File: src/rtl/fifo_rd_ctrl_if.sv
// Read-side control bus of the asynchronous FIFO.
//   rd_en            read request (requester -> controller)
//   rd_underflow_clr synchronous clear of the sticky underflow flag
//   wrptr_sync       Gray write pointer already synchronized into rd_clk
//   rd_accept        combinational RAM read strobe
//   rd_addr          registered RAM read address
//   rd_ptr_gray      registered Gray read pointer for the write domain
//   rd_empty, rd_almost_empty, rd_level, rd_underflow  registered status
// Modport master is the requester / surrounding FIFO; slave is fifo_rd_ctrl.
interface fifo_rd_ctrl_if #(
  parameter int unsigned ADDR_WIDTH = 4
);
  logic                  rd_en;
  logic                  rd_underflow_clr;
  logic [ADDR_WIDTH:0]   wrptr_sync;
  logic                  rd_accept;
  logic [ADDR_WIDTH-1:0] rd_addr;
  logic [ADDR_WIDTH:0]   rd_ptr_gray;
  logic                  rd_empty;
  logic                  rd_almost_empty;
  logic [ADDR_WIDTH:0]   rd_level;
  logic                  rd_underflow;

  modport master (
    output rd_en, rd_underflow_clr, wrptr_sync,
    input  rd_accept, rd_addr, rd_ptr_gray, rd_empty,
           rd_almost_empty, rd_level, rd_underflow
  );

  modport slave (
    input  rd_en, rd_underflow_clr, wrptr_sync,
    output rd_accept, rd_addr, rd_ptr_gray, rd_empty,
           rd_almost_empty, rd_level, rd_underflow
  );
endinterface

File: src/rtl/fifo_rd_ctrl.sv
// Read-side pointer and status control of the asynchronous FIFO (rd_clk domain).
// Keeps the read pointer in binary and Gray form, drives the RAM read address,
// exports the Gray read pointer to the write domain and produces registered
// empty / almost-empty / level status plus a sticky underflow flag.
// Ports:
//   rd_clk    read-domain clock
//   rd_rst_n  asynchronous active-low reset
//   bus       fifo_rd_ctrl_if.slave (see interface header for signal list)
module fifo_rd_ctrl #(
  parameter int unsigned ADDR_WIDTH    = 4,
  parameter int unsigned AEMPTY_THRESH = 2
) (
  input  logic           rd_clk,
  input  logic           rd_rst_n,
  fifo_rd_ctrl_if.slave  bus
);

  localparam int unsigned PW = ADDR_WIDTH + 1;
  localparam logic [PW-1:0] AE_THRESH = PW'(AEMPTY_THRESH);

  function automatic logic [PW-1:0] gray2bin(input logic [PW-1:0] g);
    logic [PW-1:0] b;
    b = '0;
    b[PW-1] = g[PW-1];
    for (int unsigned i = PW - 1; i > 0; i--) begin
      b[i-1] = b[i] ^ g[i-1];
    end
    return b;
  endfunction

  logic [PW-1:0] rbin;
  logic [PW-1:0] rgray;
  logic          empty;
  logic          almost_empty;
  logic [PW-1:0] level;
  logic          underflow;

  logic          accept;
  logic [PW-1:0] rbin_next;
  logic [PW-1:0] rgray_next;
  logic [PW-1:0] wbin;
  logic [PW-1:0] level_next;

  // Reads are only honoured against the registered empty flag, so a read
  // while empty leaves the pointer untouched.
  always_comb begin
    accept     = bus.rd_en & ~empty;
    rbin_next  = rbin + {{ADDR_WIDTH{1'b0}}, accept};
    rgray_next = (rbin_next >> 1) ^ rbin_next;
    wbin       = gray2bin(bus.wrptr_sync);
    // Modular difference: wrap bits make a full FIFO read as 2^ADDR_WIDTH.
    level_next = wbin - rbin_next;
  end

  always_ff @(posedge rd_clk or negedge rd_rst_n) begin
    if (!rd_rst_n) begin
      rbin         <= '0;
      rgray        <= '0;
      empty        <= 1'b1;
      almost_empty <= 1'b1;
      level        <= '0;
    end else begin
      rbin         <= rbin_next;
      rgray        <= rgray_next;
      // Full Gray compare: equal address with a different wrap bit is full, not empty.
      empty        <= (rgray_next == bus.wrptr_sync);
      almost_empty <= (level_next <= AE_THRESH);
      level        <= level_next;
    end
  end

  // Set has priority over a coincident clear.
  always_ff @(posedge rd_clk or negedge rd_rst_n) begin
    if (!rd_rst_n) begin
      underflow <= 1'b0;
    end else if (bus.rd_en & empty) begin
      underflow <= 1'b1;
    end else if (bus.rd_underflow_clr) begin
      underflow <= 1'b0;
    end
  end

  assign bus.rd_accept       = accept;
  assign bus.rd_addr         = rbin[ADDR_WIDTH-1:0];
  assign bus.rd_ptr_gray     = rgray;
  assign bus.rd_empty        = empty;
  assign bus.rd_almost_empty = almost_empty;
  assign bus.rd_level        = level;
  assign bus.rd_underflow    = underflow;

endmodule

File: src/flat_wrapper.sv
// flat-port wrapper written by rule: the top's interface ports become plain ports
module fifo_rd_ctrl_flat 
#(
  parameter int unsigned ADDR_WIDTH    = 4,
  parameter int unsigned AEMPTY_THRESH = 2
)
  (rd_clk, rd_rst_n, bus_rd_en, bus_rd_underflow_clr, bus_wrptr_sync, bus_rd_accept, bus_rd_addr, bus_rd_ptr_gray, bus_rd_empty, bus_rd_almost_empty, bus_rd_level, bus_rd_underflow);
  fifo_rd_ctrl_if #(.ADDR_WIDTH(ADDR_WIDTH)) bus_i ();
  input  logic rd_clk;
  input  logic rd_rst_n;
  input wire logic [$bits(bus_i.rd_en)-1:0] bus_rd_en;
  input wire logic [$bits(bus_i.rd_underflow_clr)-1:0] bus_rd_underflow_clr;
  input wire logic [$bits(bus_i.wrptr_sync)-1:0] bus_wrptr_sync;
  output wire logic [$bits(bus_i.rd_accept)-1:0] bus_rd_accept;
  output wire logic [$bits(bus_i.rd_addr)-1:0] bus_rd_addr;
  output wire logic [$bits(bus_i.rd_ptr_gray)-1:0] bus_rd_ptr_gray;
  output wire logic [$bits(bus_i.rd_empty)-1:0] bus_rd_empty;
  output wire logic [$bits(bus_i.rd_almost_empty)-1:0] bus_rd_almost_empty;
  output wire logic [$bits(bus_i.rd_level)-1:0] bus_rd_level;
  output wire logic [$bits(bus_i.rd_underflow)-1:0] bus_rd_underflow;
  assign bus_i.rd_en = bus_rd_en;
  assign bus_i.rd_underflow_clr = bus_rd_underflow_clr;
  assign bus_i.wrptr_sync = bus_wrptr_sync;
  assign bus_rd_accept = bus_i.rd_accept;
  assign bus_rd_addr = bus_i.rd_addr;
  assign bus_rd_ptr_gray = bus_i.rd_ptr_gray;
  assign bus_rd_empty = bus_i.rd_empty;
  assign bus_rd_almost_empty = bus_i.rd_almost_empty;
  assign bus_rd_level = bus_i.rd_level;
  assign bus_rd_underflow = bus_i.rd_underflow;
  fifo_rd_ctrl #(.ADDR_WIDTH(ADDR_WIDTH), .AEMPTY_THRESH(AEMPTY_THRESH)) u_core (.rd_clk(rd_clk), .rd_rst_n(rd_rst_n), .bus(bus_i));
endmodule
File: config.mk
export PLATFORM = sky130hd
export DESIGN_NAME = fifo_rd_ctrl_flat
export DESIGN_NICKNAME = d
export VERILOG_FILES = /design/src/rtl/fifo_rd_ctrl_if.sv /design/src/rtl/fifo_rd_ctrl.sv /design/src/flat_wrapper.sv
export SDC_FILE = /design/constraint.sdc
export NUM_CORES = 1
export LEC_CHECK = 0
export BUFFER_PORTS_ARGS = -buffer_cell sky130_fd_sc_hd__buf_2
export CORE_AREA = 2 2 45 47
export DETAILED_ROUTE_END_ITERATION = 7
export DIE_AREA = 0 0 47 49
export HOLD_SLACK_MARGIN = 0.03
export PLACE_DENSITY = 0.8
export SLEW_MARGIN = 20
export SYNTH_ARGS = -nofsm -noshare
export SYNTH_HDL_FRONTEND = slang
export SYNTH_SLANG_ARGS = --single-unit
File: constraint.sdc
create_clock -name rd_clk -period 3.75 [get_ports rd_clk]
set_input_delay 0.1875 -clock rd_clk [delete_from_list [all_inputs] [get_ports rd_clk]]
set_output_delay 0.1875 -clock rd_clk [all_outputs]
set_load 0.01 [all_outputs]
# == After elaboration in Yosys (flattened, before gate mapping) ==
# Cells that the tools add are included.
# word_totals
reg_bits,18
n_memories,0
rom_bits,0
out_inout_bits,18
ramBits,0
latch_bits,0
elab_cells,21
inputBits,9
# classes
order_cmp,1
muxes,2
eq_ne,1
n_addsub,2
n_mul,0
n_div,0
bitwise_logic,8
n_reduce_logical,1
shift,0
# op_table
op,n
adder 5 x 1 -> 5 bit,1
== test 5 bit,1
<= comparator 5 x 2 -> 1 bit (second input constant),1
subtractor 5 bit,1
bitwise XOR 4 x 5 -> 5 bit,1
bitwise XOR 1 bit,4
bitwise AND 1 bit,2
2-to-1 mux 1 bit,2
nonzero test 2 bit,1
inverter 1 bit,1

# == Longest topological paths before layout ==
# logic_depth
ltp_word,6
mapped_depth,9
depth_no_buf,9

# == Worst setup path before layout ==
# No wires, ideal clock.
# synth_path
path_type,reg2reg
from,register u_core.empty (netlist: u_core.bus.rd_empty)
to,register u_core.almost_empty (netlist: u_core.bus.rd_almost_empty)
t_arrival_ps,2345
path_stages_with_launch,10
setup_ps,105
n_path_buf,0
period_less_slack_ps,2450
required_time_ps,3645
setup_slack_ps,1300
cell_sequence,dfstp_2 -> nor2b_1 -> ha_1 -> nand3_1 -> xor2_1 -> ha_1 -> a21o_1 -> a31oi_1 -> xnor2_1 -> a2111oi_2
# synth_between
elab_chain_cells,5
# synth_rtl
element,line_no,source
from (decl),fifo_rd_ctrl.sv:33,logic empty;
from (signal assigned),fifo_rd_ctrl.sv:66,empty <= (rgray_next == bus.wrptr_sync);
inverter 1 bit,fifo_rd_ctrl.sv:47,accept = bus.rd_en & ~empty;
bitwise AND 1 bit,fifo_rd_ctrl.sv:47,
via bus_rd_accept,flat_wrapper.sv:14,output wire logic [$bits(bus_i.rd_accept)-1:0] bus_rd_accept;
adder 5 x 1 -> 5 bit,fifo_rd_ctrl.sv:48,"rbin_next = rbin + {{ADDR_WIDTH{1'b0}}, accept};"
subtractor 5 bit,fifo_rd_ctrl.sv:52,level_next = wbin - rbin_next;
via u_core.level_next[4],fifo_rd_ctrl.sv:42,logic [PW-1:0] level_next;
<= comparator 5 x 2 -> 1 bit,fifo_rd_ctrl.sv:67,almost_empty <= (level_next <= AE_THRESH);
to (signal assigned),fifo_rd_ctrl.sv:67,
to (decl),fifo_rd_ctrl.sv:34,logic almost_empty;
# The timed path passes the listed nets, and every way through them passes these cells.
# A chain may end at the register's enable or synchronous reset.

# == Worst setup path after layout ==
# layout_path
from,register u_core.empty (netlist: u_core.bus.rd_empty)
to,register u_core.almost_empty (netlist: u_core.bus.rd_almost_empty)
# layout_between
elab_chain_cells,5
# layout_rtl
element,line_no
inverter 1 bit,fifo_rd_ctrl.sv:47
bitwise AND 1 bit,fifo_rd_ctrl.sv:47
adder 5 x 1 -> 5 bit,fifo_rd_ctrl.sv:48
subtractor 5 bit,fifo_rd_ctrl.sv:52
via u_core.level_next[4],fifo_rd_ctrl.sv:42
<= comparator 5 x 2 -> 1 bit,fifo_rd_ctrl.sv:67
# The timed path passes the listed nets, and every way through them passes these cells.

==> results.toml <==
[drt]
first_pass_iters = 4
ant_nets = 0
dr_total_vias = 601
first_iter_violations = 5
route.detailed.drc = 0
routed_via_density = 4.66
totalWireLength_um = 1560
route.detailed.wl_per_inst_um = 12.1

[flow_run]
maxCapViolCount = 0

[floorplan]
rows = 16
die-area_um2 = 2300
floorplan.initialDensity_pct = 49.5
die_w_um = 47
coreArea_um2 = 1840
io_pins = 27
die_h_um = 49

[yosys]
synthAdderAreaFrac_pct = 10.4
synth_area_um2 = 912
synth_cell_type_count = 22
avgSynthCellArea_um2 = 12.5
syn_nets = 89
synth_xor_area_share_pct = 25.5
ys_seq_area_share_pct = 46.9
synth_simple_gate_area_share_pct = 6.04
muxShareOfSynthArea_pct = 0
synth-seq-cells = 17
synth_cells = 73
yosys_warnings = 0
synth_compound_area_share_pct = 6.58
synth_top_family_by_area = "XOR/XNOR gates"

[clocking]
clock-sinks = 17
htreeDepth = 1
hold_buffers = 1
cts_root_buffer = "clkbuf_4"
clockBufferDepth = 2
cts_tree = "built"
cts_setup_buffers = 0
cts_resized = 0
path_clk_slew_ns = 0.10
clock_latency_ns = 0.29
cts_made_buffers = 3

[hold_path]
hold_class = "input pin to flop"

[placement]
globalplace.congestion = 0.782
io_buffer_count = 26
postPlaceCellArea_um2 = 1060
dp_hpwl_um = 1280

[timing]
setup_viol = 0
tns_ns = 0
slew_violations = 0
rsz0062_at_grt = "false"
fin_crit_ns = 2.59
hold_slack_ns = 0.0897
worst_pin_slew_ns = 0.477
hold_viol_final = 0
fin_crit_sh_pct = 69.0
fmax_mhz = 386
skew_ns = 0.00269
slew_headroom_pct = 67.9

[final_layout]
final_design_area_no_fill_um2 = 1100
n_antenna_cell = 0
syn2layout_area_growth_pct = 20.3
final_nets = 119
fillers = 159
drive_above_1_share_pct = 32.4
mostFrequentLayoutCell = "buf_2"
layout_common_cells = "buf_2 (26), xnor2_1 (15), dfrtp_1 (15), inv_1 (7)"

[power_and_ir_drop]
power.total_mw = 1.13
ir_worst_vdd_v = 0.000472
leakage_nw = 0.543
pwr_density_cell_nw_per_um2 = 1030

[global_route]
gr-usage-all-layers_pct = 16.8
grt_max_degree = 18
grt_pass1_wl_um = 2730
antenna_found_initial = 0
grt-ovfl-total = 0
grt_pass1_vias = 640

[critical_path]
start_kind = "flop"
endpoint_kind = "flop"
worstPathArrival_ns = 2.78
worst-endpoint-required_ns = 3.94
criticalPathCategory = "flop to flop"
cp_max_fo = 5

[outcome]
outcome = "finished clean"
==> cell usage after synthesis, drive strengths merged <==
cell,number,share of area [%]
fa,1,2.2
a2111oi,1,1.6
inv,7,2.9
and4b,1,1.1
xnor2,15,14
nand4,1,0.69
and3b,1,0.96
o21ai,1,0.55
nor2b,2,1.4
nand2,2,0.82
xor2,6,5.8
dfrtp,15,41
nand3,2,1.1
ha,6,8.2
xor3,2,5.3
buf,2,1.6
a31oi,1,0.69
a21oi,2,1.1
a311oi,1,0.96
a21o,2,1.6
dfstp,2,5.8
==> report_power, final <==
group	switching (mW)	internal, mW	leakage (nW)
combinational	0.364	0.324	0.329
clock	0.0569	0.0414	0.0150
sequential	0.0571	0.287	0.199
total	0.478	0.652	0.543
==> metrics by stage <==
stage | worst slack, ns | std cells | utilization (%)
6_report | 1.16 | 129 | 59.6
5_1_grt | 0.914 | 129 | 59.6
4_1_cts | 1.10 | 129 | 59.6
3_5_place_dp | 1.05 | 124 | 57.6
3_3_place_gp | 1.15 | 124 | 57.6
2_1_floorplan | 1.30 | 73 | -
==> final timing paths <==
kind | from | to | slack (ns) | depth (start not counted)
worst max register to register | u_core.bus.rd_empty | u_core.bus.rd_almost_empty | 1.16 | 9
max in group asynchronous | rd_rst_n | u_core.bus.rd_almost_empty | 3.11 | 2
worst min register to register | u_core.bus.rd_underflow | u_core.bus.rd_underflow | 0.55 | 2
worst min-delay path | bus_rd_underflow_clr | u_core.bus.rd_underflow | 0.09 | 2
min in group asynchronous | rd_rst_n | u_core.bus.rd_level[2] | 0.33 | 2
worst max-delay path | u_core.bus.rd_empty | u_core.bus.rd_almost_empty | 1.16 | 9
==> kinds of logic (layout without fill, tap and decap cells) <==
logic type      Yosys count  after routing
fa+ha+maj                 7              7
buf+inv                   9             38
simple gates              9              9
flops                    17             17
compound gates            8              8
xor+xnor                 23             23
==> cell type report <==
cell class	instances	area (µm²)	area share, %
repair buffers	27	140	12.8
clock buffers	4	26.3	2.39
flip-flops and latches	17	428	39.0
inverters	7	26.3	2.39
multi-input cells	47	443	40.4
well taps	27	33.8	3.08
==> registers in the layout (all words and copies together), names as in the netlist <==
name                        count
u_core.bus.rd_almost_empty      1
u_core.bus.rd_underflow         1
u_core.bus.rd_level             5
u_core.rbin                     5
u_core.bus.rd_ptr_gray          4
u_core.bus.rd_empty             1
==> layer usage <==
metal / vias to the layer above / part of all wire, % / track usage, %
li1: 301 / - / -
met1: 280 / 42 / 19.1
met2: 15 / 51 / 27.6
met3: 5 / 3.1 / 1.48
met4: 0 / 3.1 / 12.5
met5: - / 0 / 0
==> worst max-delay path, cell delays in order (launching register included) <==
cell and delay, ns:
dfstp_2 0.38, nor2b_1 0.21, ha_1 0.31, nand3_1 0.12, xor2_1 0.31, ha_1 0.33
a21o_1 0.19, a31oi_1 0.17, xnor2_1 0.12, a2111oi_2 0.35
No activity file was read; power rests on OpenSTA's default activity.
